===== src/rtl/trivium_pkg.sv =====
// Shared Trivium constants, the decryptor state encoding and the 288-bit
// state image built from a key/IV pair.
package trivium_pkg;

    localparam int KEY_W      = 80;
    localparam int IV_W       = 80;
    localparam int INIT_STEPS = 144;
    localparam int FRAME_LEN  = 256;
    localparam int STEP_W     = 8;
    localparam int STATE_W    = 288;

    typedef enum logic [1:0] {
        ST_IDLE,
        ST_LOAD_KEY,
        ST_INIT,
        ST_RUN
    } state_t;

    // Element 1 of the returned vector is s1 (the MSB), so K1 = key[79] and IV1 = iv[79].
    function automatic logic [1:STATE_W] load_state(input logic [KEY_W-1:0] key,
                                                     input logic [IV_W-1:0]  iv);
        return {key, 13'b0, iv, 4'b0, 108'b0, 3'b111};
    endfunction

endpackage


===== src/rtl/trivium_core.sv =====
// Trivium keystream core: 288-bit state, key/IV load and an 8-bit-per-step
// update. o_z is the keystream byte the next step will consume, bit 0 first.
module trivium_core
    import trivium_pkg::*;
(
    input  logic              clk,
    input  logic              rst,
    input  logic              i_load,
    input  logic [KEY_W-1:0]  i_key,
    input  logic [IV_W-1:0]   i_iv,
    input  logic              i_step,
    output logic [STEP_W-1:0] o_z
);

    logic [1:STATE_W] r_state;
    logic [1:STATE_W] w_state_next;

    always_comb begin : step_logic
        logic w_t1;
        logic w_t2;
        logic w_t3;
        w_state_next = r_state;
        o_z          = '0;
        w_t1         = 1'b0;
        w_t2         = 1'b0;
        w_t3         = 1'b0;
        for (int i = 0; i < STEP_W; i++) begin
            w_t1   = w_state_next[66]  ^ w_state_next[93];
            w_t2   = w_state_next[162] ^ w_state_next[177];
            w_t3   = w_state_next[243] ^ w_state_next[288];
            o_z[i] = w_t1 ^ w_t2 ^ w_t3;
            w_t1   = w_t1 ^ (w_state_next[91]  & w_state_next[92])  ^ w_state_next[171];
            w_t2   = w_t2 ^ (w_state_next[175] & w_state_next[176]) ^ w_state_next[264];
            w_t3   = w_t3 ^ (w_state_next[286] & w_state_next[287]) ^ w_state_next[69];
            // Three shift registers rotate together; feedback enters at s1, s94, s178.
            w_state_next = {w_t3, w_state_next[1:92],
                            w_t1, w_state_next[94:176],
                            w_t2, w_state_next[178:287]};
        end
    end

    always_ff @(posedge clk) begin
        if (rst) begin
            r_state <= '0;
        end else if (i_load) begin
            r_state <= load_state(i_key, i_iv);
        end else if (i_step) begin
            r_state <= w_state_next;
        end
    end

endmodule


===== src/rtl/trivium_decrypt.sv =====
// Streaming Trivium decryptor: serial key load, 1152-bit warm-up, then one
// keystream byte XORed per accepted ciphertext byte with valid/ready flow control.
module trivium_decrypt
    import trivium_pkg::*;
(
    input  logic            clk,
    input  logic            rst,
    input  logic            key_bit,
    input  logic            key_vld,
    input  logic [IV_W-1:0] iv,
    input  logic [7:0]      ct_data,
    input  logic            ct_valid,
    output logic            ct_ready,
    output logic [7:0]      pt_data,
    output logic            pt_valid,
    input  logic            pt_ready,
    output logic            running,
    output logic            key_err,
    output logic            frame_done
);

    state_t            r_state;
    state_t            w_next;
    logic [KEY_W-2:0]  r_key;
    logic [6:0]        r_key_cnt;
    logic [7:0]        r_init_cnt;
    logic [7:0]        r_byte_cnt;
    logic [7:0]        r_pt_data;
    logic              r_pt_valid;
    logic              r_running;
    logic              r_key_err;
    logic              r_frame_done;

    logic              w_ct_ready;
    logic              w_accept;
    logic              w_core_load;
    logic              w_core_step;
    logic              w_rekey;
    logic [STEP_W-1:0] w_z;

    always_ff @(posedge clk) begin
        if (rst) begin
            r_state <= ST_IDLE;
        end else begin
            r_state <= w_next;
        end
    end

    always_comb begin
        w_next = r_state;
        case (r_state)
            ST_IDLE:     if (key_vld) w_next = ST_LOAD_KEY;
            ST_LOAD_KEY: begin
                if (!key_vld) begin
                    w_next = ST_IDLE;
                end else if (r_key_cnt == 7'(KEY_W - 1)) begin
                    w_next = ST_INIT;
                end
            end
            ST_INIT: begin
                if (key_vld) begin
                    w_next = ST_LOAD_KEY;
                end else if (r_init_cnt == 8'(INIT_STEPS - 1)) begin
                    w_next = ST_RUN;
                end
            end
            ST_RUN:      if (key_vld) w_next = ST_LOAD_KEY;
            default:     w_next = ST_IDLE;
        endcase
    end

    // ct_ready also drops while a rekey is requested so a byte is never reported taken and dropped.
    always_comb begin
        w_rekey     = key_vld && (r_state == ST_INIT || r_state == ST_RUN);
        w_ct_ready  = r_running && !key_vld && (!r_pt_valid || pt_ready);
        w_accept    = w_ct_ready && ct_valid;
        w_core_load = (r_state == ST_LOAD_KEY) && key_vld && (r_key_cnt == 7'(KEY_W - 1));
        w_core_step = (r_state == ST_INIT) || w_accept;
    end

    always_ff @(posedge clk) begin
        if (rst) begin
            r_key        <= '0;
            r_key_cnt    <= '0;
            r_init_cnt   <= '0;
            r_byte_cnt   <= '0;
            r_pt_data    <= '0;
            r_pt_valid   <= 1'b0;
            r_running    <= 1'b0;
            r_key_err    <= 1'b0;
            r_frame_done <= 1'b0;
        end else begin
            r_key_err    <= 1'b0;
            r_frame_done <= 1'b0;
            // running rises on the second RUN cycle and falls together with any abort.
            r_running    <= (r_state == ST_RUN) && (w_next == ST_RUN);
            r_init_cnt   <= (r_state == ST_INIT) ? r_init_cnt + 8'd1 : 8'd0;

            if (key_vld) begin
                r_key     <= {r_key[KEY_W-3:0], key_bit};
                r_key_cnt <= (r_state == ST_LOAD_KEY) ? r_key_cnt + 7'd1 : 7'd1;
            end else if (r_state == ST_LOAD_KEY) begin
                r_key_err <= 1'b1;
                r_key_cnt <= '0;
            end

            if (w_rekey) begin
                r_pt_valid <= 1'b0;
                r_byte_cnt <= '0;
            end else if (w_accept) begin
                r_pt_data    <= ct_data ^ w_z;
                r_pt_valid   <= 1'b1;
                r_byte_cnt   <= r_byte_cnt + 8'd1;
                r_frame_done <= (r_byte_cnt == 8'(FRAME_LEN - 1));
            end else if (pt_ready) begin
                r_pt_valid <= 1'b0;
            end
        end
    end

    trivium_core u_core (
        .clk    (clk),
        .rst    (rst),
        .i_load (w_core_load),
        .i_key  ({r_key, key_bit}),
        .i_iv   (iv),
        .i_step (w_core_step),
        .o_z    (w_z)
    );

    assign ct_ready   = w_ct_ready;
    assign pt_data    = r_pt_data;
    assign pt_valid   = r_pt_valid;
    assign running    = r_running;
    assign key_err    = r_key_err;
    assign frame_done = r_frame_done;

endmodule


===== config.mk =====
export PLATFORM = sky130hd
export DESIGN_NAME = trivium_decrypt
export DESIGN_NICKNAME = d
export VERILOG_FILES = /design/src/rtl/trivium_pkg.sv /design/src/rtl/trivium_core.sv /design/src/rtl/trivium_decrypt.sv
export SDC_FILE = /design/constraint.sdc
export NUM_CORES = 1
export LEC_CHECK = 0
export CAP_MARGIN = 15
export CORE_MARGIN = 10
export CORE_UTILIZATION = 59
export DETAILED_ROUTE_END_ITERATION = 10
export PLACE_DENSITY_LB_ADDON = 0.1
export SLEW_MARGIN = 20
export SYNTH_ARGS = -nofsm -noshare
export SYNTH_HDL_FRONTEND = slang
export SYNTH_SLANG_ARGS = --single-unit

===== constraint.sdc =====
create_clock -name clk -period 2.2 [get_ports clk]
set_clock_uncertainty 0.2 [all_clocks]
set_input_delay 0.33 -clock clk [delete_from_list [all_inputs] [get_ports clk]]
set_output_delay 0.33 -clock clk [all_outputs]
set_load 0.02 [all_outputs]

=== Word-level counts from Yosys, hierarchy flattened ===
Index checks and enable logic that the tools add are counted.

* Muxes and demuxes: 14
* Magnitude comparators: 0
* Divide/modulo/power cells: 0
* Reduce and logical (&&, ||, !) cells: 23
* Equality and inequality tests: 7
* Add/sub/neg operators: 3
* Shift operators: 0
* Bitwise operators: 116
* Multipliers: 0

{| class="wikitable"
|+ Operators with widths
! operator !! count
|-
| 288-bit two-way mux || 2
|-
| 1-bit XOR || 88
|-
| 1-bit bitwise AND || 24
|-
| 7-bit two-way mux || 3
|-
| 8-bit by 1-bit adder with 8-bit output (second input constant) || 2
|-
| 8-bit equality test (second input constant) || 2
|-
| 2-bit two-way mux || 5
|-
| 2-bit OR reduction || 5
|-
| 8-bit XOR || 1
|-
| 7-bit by 1-bit adder with 7-bit output (second input constant) || 1
|-
| 7-bit equality test (second input constant) || 1
|-
| 1-bit logical AND || 7
|-
| 2-bit equality test (second input constant) || 3
|-
| 2-bit one-hot mux with 3 select lines || 1
|-
| 2-bit nonzero test || 3
|-
| 1-bit logical OR || 3
|-
| 1-bit two-way mux || 3
|-
| 1-bit NOT || 3
|-
| 3-bit OR reduction || 1
|-
| 2-bit by 1-bit equality test with 1-bit output (second input constant) || 1
|-
| 1-bit logical NOT || 2
|-
| 2-bit logical NOT || 1
|-
| 2-bit AND reduction || 1
|}

* Register bits after elaboration: 404
* Memories: 0
* Memory bits (writable): 0
* Bits in read-only memories: 0
* Word-level logic and storage cells: 175
* Bits in latches: 0

=== Longest topological paths before layout ===
* Depth after elaboration: 7
* Mapped depth: 9
* Mapped depth without buffers: 6

=== By module ===
From an unflattened synthesis, not the netlist that was laid out.

* Cell total of the unflattened synthesis: 1656
* Area, all modules: 17451.7 µm²

{| class="wikitable"
|+ Modules (own cells, without submodules)
! module !! instances !! cells each !! sequential area each (µm²) !! area an instance (µm²)
|-
| trivium_core || 1 || 1218 || 5765.5 || 12957.4
|-
| trivium_decrypt || 1 || 438 || 2322.2 || 4494.3
|}

=== Least setup slack after synthesis ===
No wires, ideal clock.

* Path kind: reg2reg
* Start point: register r_state[1]
* End point: register u_core.r_state[22] (netlist bit)
* Setup slack: 0.288 ns
* Arrival: 1.621 ns
* Cell stages (with the launch flop): 9
* Cells stage by stage: dfxtp_1 inv_1 ha_1 and2_1 nand3_2 buf_2 clkbuf_1 nor2_1 a311oi_1

* Longest elaborated chain between the ends: 4
* Elaborated cells on any way between the ends: 7
* Those cells by class: 2 x eq/ne; 1 x mux; 4 x reduce/logical

{| class="wikitable"
|+ RTL lines
! what !! RTL line !! source
|-
| start, declared || trivium_decrypt.sv:22 || <nowiki>state_t r_state;</nowiki>
|-
| start signal, assigned || trivium_decrypt.sv:45 || <nowiki>r_state <= w_next;</nowiki>
|-
| 2-bit by 1-bit equality test with 1-bit output || trivium_decrypt.sv:77 || <nowiki>w_core_load = (r_state == ST_LOAD_KEY) && key_vld && (r_key_cnt == 7'(KEY_W - 1));</nowiki>
|-
| 1-bit logical AND (2 in a row) || trivium_decrypt.sv:77 ||
|-
| 288-bit two-way mux or 2-bit nonzero test (tied branches) || -- ||
|-
| end signal, assigned || trivium_core.sv:46 || <nowiki>r_state <= load_state(i_key, i_iv);</nowiki>
|-
| end signal, assigned || trivium_core.sv:48 || <nowiki>r_state <= w_state_next;</nowiki>
|-
| end, declared || trivium_core.sv:15 || <nowiki>logic [1:STATE_W] r_state;</nowiki>
|}

Several ways; a longest one is shown, not always the timed one.
A chain may end at the register's enable or synchronous reset.

=== Worst setup path in the final report ===
* Start point: register r_state[1]
* End point: register u_core.r_state[42] (netlist bit)

The elaborated chain is that of the path after synthesis.

==> results summary <==
The finished layout holds 2,455 standard cells, fillers aside. The number of detailed-routing iterations run before antenna repair came out at 5. The net switching power of the design is 0.00305 W. The required time of the worst setup path came out at 2420 ps. Across the run, the number of max-cap violations was 0. Clock tree synthesis selected as its root buffer the cell sky130_fd_sc_hd__clkbuf_16. sky130_fd_sc_hd__dfxtp_1 takes more of the synthesized area than any other cell. The antenna diode instance count is 0. The H-tree depth reported by CTS came out at 2.

The unique cell type count in the Yosys netlist came out at 45. The maximum fanout along the worst path is 31. The die span in x came out at 188 um.

In the post-synthesis netlist, the biggest area contributors are sky130_fd_sc_hd__dfxtp_1 49%, sky130_fd_sc_hd__nand2_1 13%, sky130_fd_sc_hd__a311oi_1 7.6%. In the final layout, the share of cells above drive strength 1 is 7.61%. The maximum clock path buffer count is 3. The initial core utilization came out at 59.8%. The remaining design rule violation count came out at 0. The fraction of power consumed by the clock network is 49.6%. After detailed placement, the design holds a cell count of 2,377. The setup slack after placement is -197 ps.

TritonCTS built the clock tree. The data arrival time of the critical path is 2340 ps. The sink count of the clock tree is 404.

The floorplan die area is 0.0353 mm2. The leakage power total is 7.36 nW. The initial antenna violation count came to 0. The via count of the first global-routing pass is 13,000.

The largest stage delay on the critical path is 400 ps. The congestion estimate from routability-driven global placement came to 0.831. The number of primary I/O pins came out at 107. The largest individual stage delay along the critical path comes from the cell sky130_fd_sc_hd__dfxtp_1. The count of warnings emitted by yosys came out at 0. The sequential cell area fraction in the yosys report is 48.7%.

Power spread over the standard cell area amounts to 773 mW/mm2. The top cell type's share of synthesized area came out at 48.7%. The combinational share of power came out at 3.1%. The synthesized area came out at 0.0166 mm2.

The number of buffers created by CTS came out at 42. The layout net count came out at 2,147. STA classifies the critical path endpoint as a flop.

Once detail routing completed, the nets flagged for antenna violations numbered 0. For the worst flop-to-flop path, the logic depth is 8. In the synthesized netlist, the number of instances is 1,973. Entering global routing, the biggest net connects 95 pins. The number of nets handed over by synthesis was 2,073. The count of buffers added on input and output ports is 106. The internal portion of total power is 0.0124 W.

A synthesized cell averages 8.42 um2. The final count of negative-setup-slack endpoints came out at 0. The clock period minus final worst setup slack came out at 2110 ps. The clock latency of the later-clocked register in the worst-skew pair is 540 ps.

STA classifies the critical path startpoint as a flop. The total count of max-transition violations in the final report came to 0. Summed over all layers, the global routing overflow is 0. The placed wire-length estimate came out at 26,800 um. The site row count is 61.

The flow ran to the end, and the final reports show no timing, DRC or antenna violations. The number of cells on the worst hold path came out at 4. The area overhead of the layout relative to synthesis is 20.7%. The maximum resistive drop on vdd is 0.748 mV. The ratio of routed vias to standard cells is 5.58.

Setup repair after global routing left no endpoint under its margin. The post-detailed-routing wire length is 40,500 um. The worst hold path belongs to the class input pin to flop. The highest clock rate is 0.474 GHz. The count of state elements after synthesis came out at 404. The relative max-transition margin is 58.5%.

The routed via count came out at 13,700. The overall fraction of global-route tracks in use came out at 22.1%. The share of total power dissipated in sequential elements is 47.3%. The worst-case register-to-register setup slack came out at 90 ps. In this run the standard cell core region covers 0.0278 mm2. The share of total power consumed by net switching is 19.7%. The signal on the critical path passes through inv_1 > ha_1 > and2_1 > nand3_4 > buf_12 > buf_12 > nor2_1 > a311oi_1. The worst setup margin is 89.1 ps. The clock transition time at the flip-flop clock pins of the worst setup and hold paths is 60 ps. Dividing the detail-routed wire length by the instance count gives 16.5 um. At the pin with the least slew margin, the transition time is 622 ps. The critical path is of the flop to flop type. The critical path's most frequent cell is sky130_fd_sc_hd__buf_12. The final core area utilization is 72.2%. The count of final hold-check violations is 0. The initial DRC count is 1,171.

The tightest hold path in the finished design has a slack of 37.6 ps. The final setup TNS is 0 ps. The final clock period utilization by the worst path came out at 95.9%.

The first-pass GRT wire length is 66,200 um. From bottom edge to top edge, the die measures 188 um.
## layout make-up
type | count | area [um2]
Clock buffer | 63 | 1290
Clock inverter | 11 | 230
Inverter | 3 | 11.3
Multi-Input combinational cell | 1408 | 7810
Tap cell | 378 | 473
Fill cell | 2151 | 7730
Sequential cell | 404 | 8090
Timing Repair Buffer | 188 | 2140
## power by group through the flow
| stage | Clock (W) | Sequential [W] | Combinational (W) |
|---|---|---|---|
| after floorplan | 0 | 0.00749 | 0.000222 |
| after global placement | 0 | 0.00749 | 0.000469 |
| after CTS | 0.00777 | 0.00733 | 0.000476 |
| after global routing | 0.00810 | 0.00733 | 0.000507 |
| final | 0.00768 | 0.00733 | 0.000478 |
| after detailed placement | 0 | 0.00749 | 0.000468 |
## per-stage QoR
stage	cell area, um2	total power [W]
final	20000	0.0155
after global routing	20000	0.0159
after CTS	20000	0.0156
after detailed placement	18500	0.00796
after global placement	18500	0.00796
after floorplan	16600	0.00771
## what timing repair did
action                                  in CTS  in global routing
endpoints found under the hold margin       14                  0
buffers inserted                             0                  2
endpoints found under the setup margin       1                 18
hold buffers                                 2                  0
gates resized for setup                      1                  1
## placed cells by master (no fill, tap or decap), types with 2 or more instances in the layout
master	Yosys	final
sky130_fd_sc_hd__o31ai_1	20	20
sky130_fd_sc_hd__buf_12	0	37
sky130_fd_sc_hd__clkinv_2	0	4
sky130_fd_sc_hd__buf_4	9	44
sky130_fd_sc_hd__a31oi_1	4	3
sky130_fd_sc_hd__or4_1	3	3
sky130_fd_sc_hd__inv_1	3	3
sky130_fd_sc_hd__a211oi_1	9	9
sky130_fd_sc_hd__dlygate4sd3_1	0	2
sky130_fd_sc_hd__nand2b_1	3	2
sky130_fd_sc_hd__nor2_1	285	285
sky130_fd_sc_hd__xnor2_1	36	36
sky130_fd_sc_hd__a21oi_1	124	124
sky130_fd_sc_hd__clkbuf_16	0	45
sky130_fd_sc_hd__clkbuf_8	0	10
sky130_fd_sc_hd__xor2_1	40	40
sky130_fd_sc_hd__a311oi_1	144	144
sky130_fd_sc_hd__or3_1	3	3
sky130_fd_sc_hd__nand3b_1	24	24
sky130_fd_sc_hd__or2_2	3	3
sky130_fd_sc_hd__nand2_1	562	562
sky130_fd_sc_hd__ha_1	6	5
sky130_fd_sc_hd__o21ai_0	12	12
sky130_fd_sc_hd__dfxtp_1	404	404
sky130_fd_sc_hd__mux2i_1	80	80
sky130_fd_sc_hd__bufinv_16	0	7
sky130_fd_sc_hd__nand4_1	6	6
sky130_fd_sc_hd__clkdlybuf4s50_1	0	103
sky130_fd_sc_hd__clkbuf_1	59	8
sky130_fd_sc_hd__nand3_1	5	5
sky130_fd_sc_hd__and2_1	3	3
sky130_fd_sc_hd__xnor3_1	15	15
sky130_fd_sc_hd__and3_1	5	5
## cells in the mapped netlist, drive strengths merged
library cell and number:
xnor2 36, a2111o 1, xor3 1, or3 3, nand2 562, clkbuf 59
o31ai 20, a221oi 1, inv 3, nand3 6, xor2 40, nor2 285
buf 99, nor3 1, or2 3, o21ai 12, ha 6, dfxtp 404
o21a 1, nor3b 2, nor4 1, o22ai 1, nand4 6, and3b 1
a211oi 9, a31oi 4, a21o 1, a31o 1, nand2b 3, o31a 1
or4 3, a21oi 124, a311oi 144, and3 5, nor2b 1, and2 3
mux2i 80, xnor3 15, a22oi 1, nand3b 24
## cells by family after synthesis
kind of cell	synth area share [%]
AOI/OAI and AO/OA	13.5
and+or+nand+nor	21.8
buffers and inverters	4.56
adders and majority gates	0.452
xor gates and xnor gates	6.18
DFF	48.7
muxes	4.82
## flip-flops by register name, indices dropped and copies added (netlist names)
name	flops
running	1
key_err	1
r_state	2
u_core.r_state	288
pt_valid	1
r_byte_cnt	8
pt_data	8
r_init_cnt	8
r_key	79
r_key_cnt	7
frame_done	1
## path summary, 6_finish.rpt
check / start / end
setup reg to reg: r_state[1] / u_core.r_state[42]
hold reg to reg: u_core.r_state[194] / u_core.r_state[202]
setup / recovery: r_state[1] / u_core.r_state[42]
hold / removal: key_vld / r_key_cnt[4]
## worst max-delay path, delay by kind of cell, from the launching register on
kind,cells,cell delay [ps]
simple gates,3,460
fa+ha+maj,1,190
buf+inv,3,450
flops,1,400
compound gates,1,280
## metal layers
layer / track usage (%) / up-vias / routed length (um) / share of wire, %
met2: 35.6 / 314 / 19000 / 47
met5: 0 / - / 0 / 0
met4: 6.58 / 0 / 966 / 2.4
met1: 29.8 / 6498 / 18800 / 46
li1: - / 6824 / - / -
met3: 3.64 / 70 / 1840 / 4.5
(Power assumes the default switching activity.)
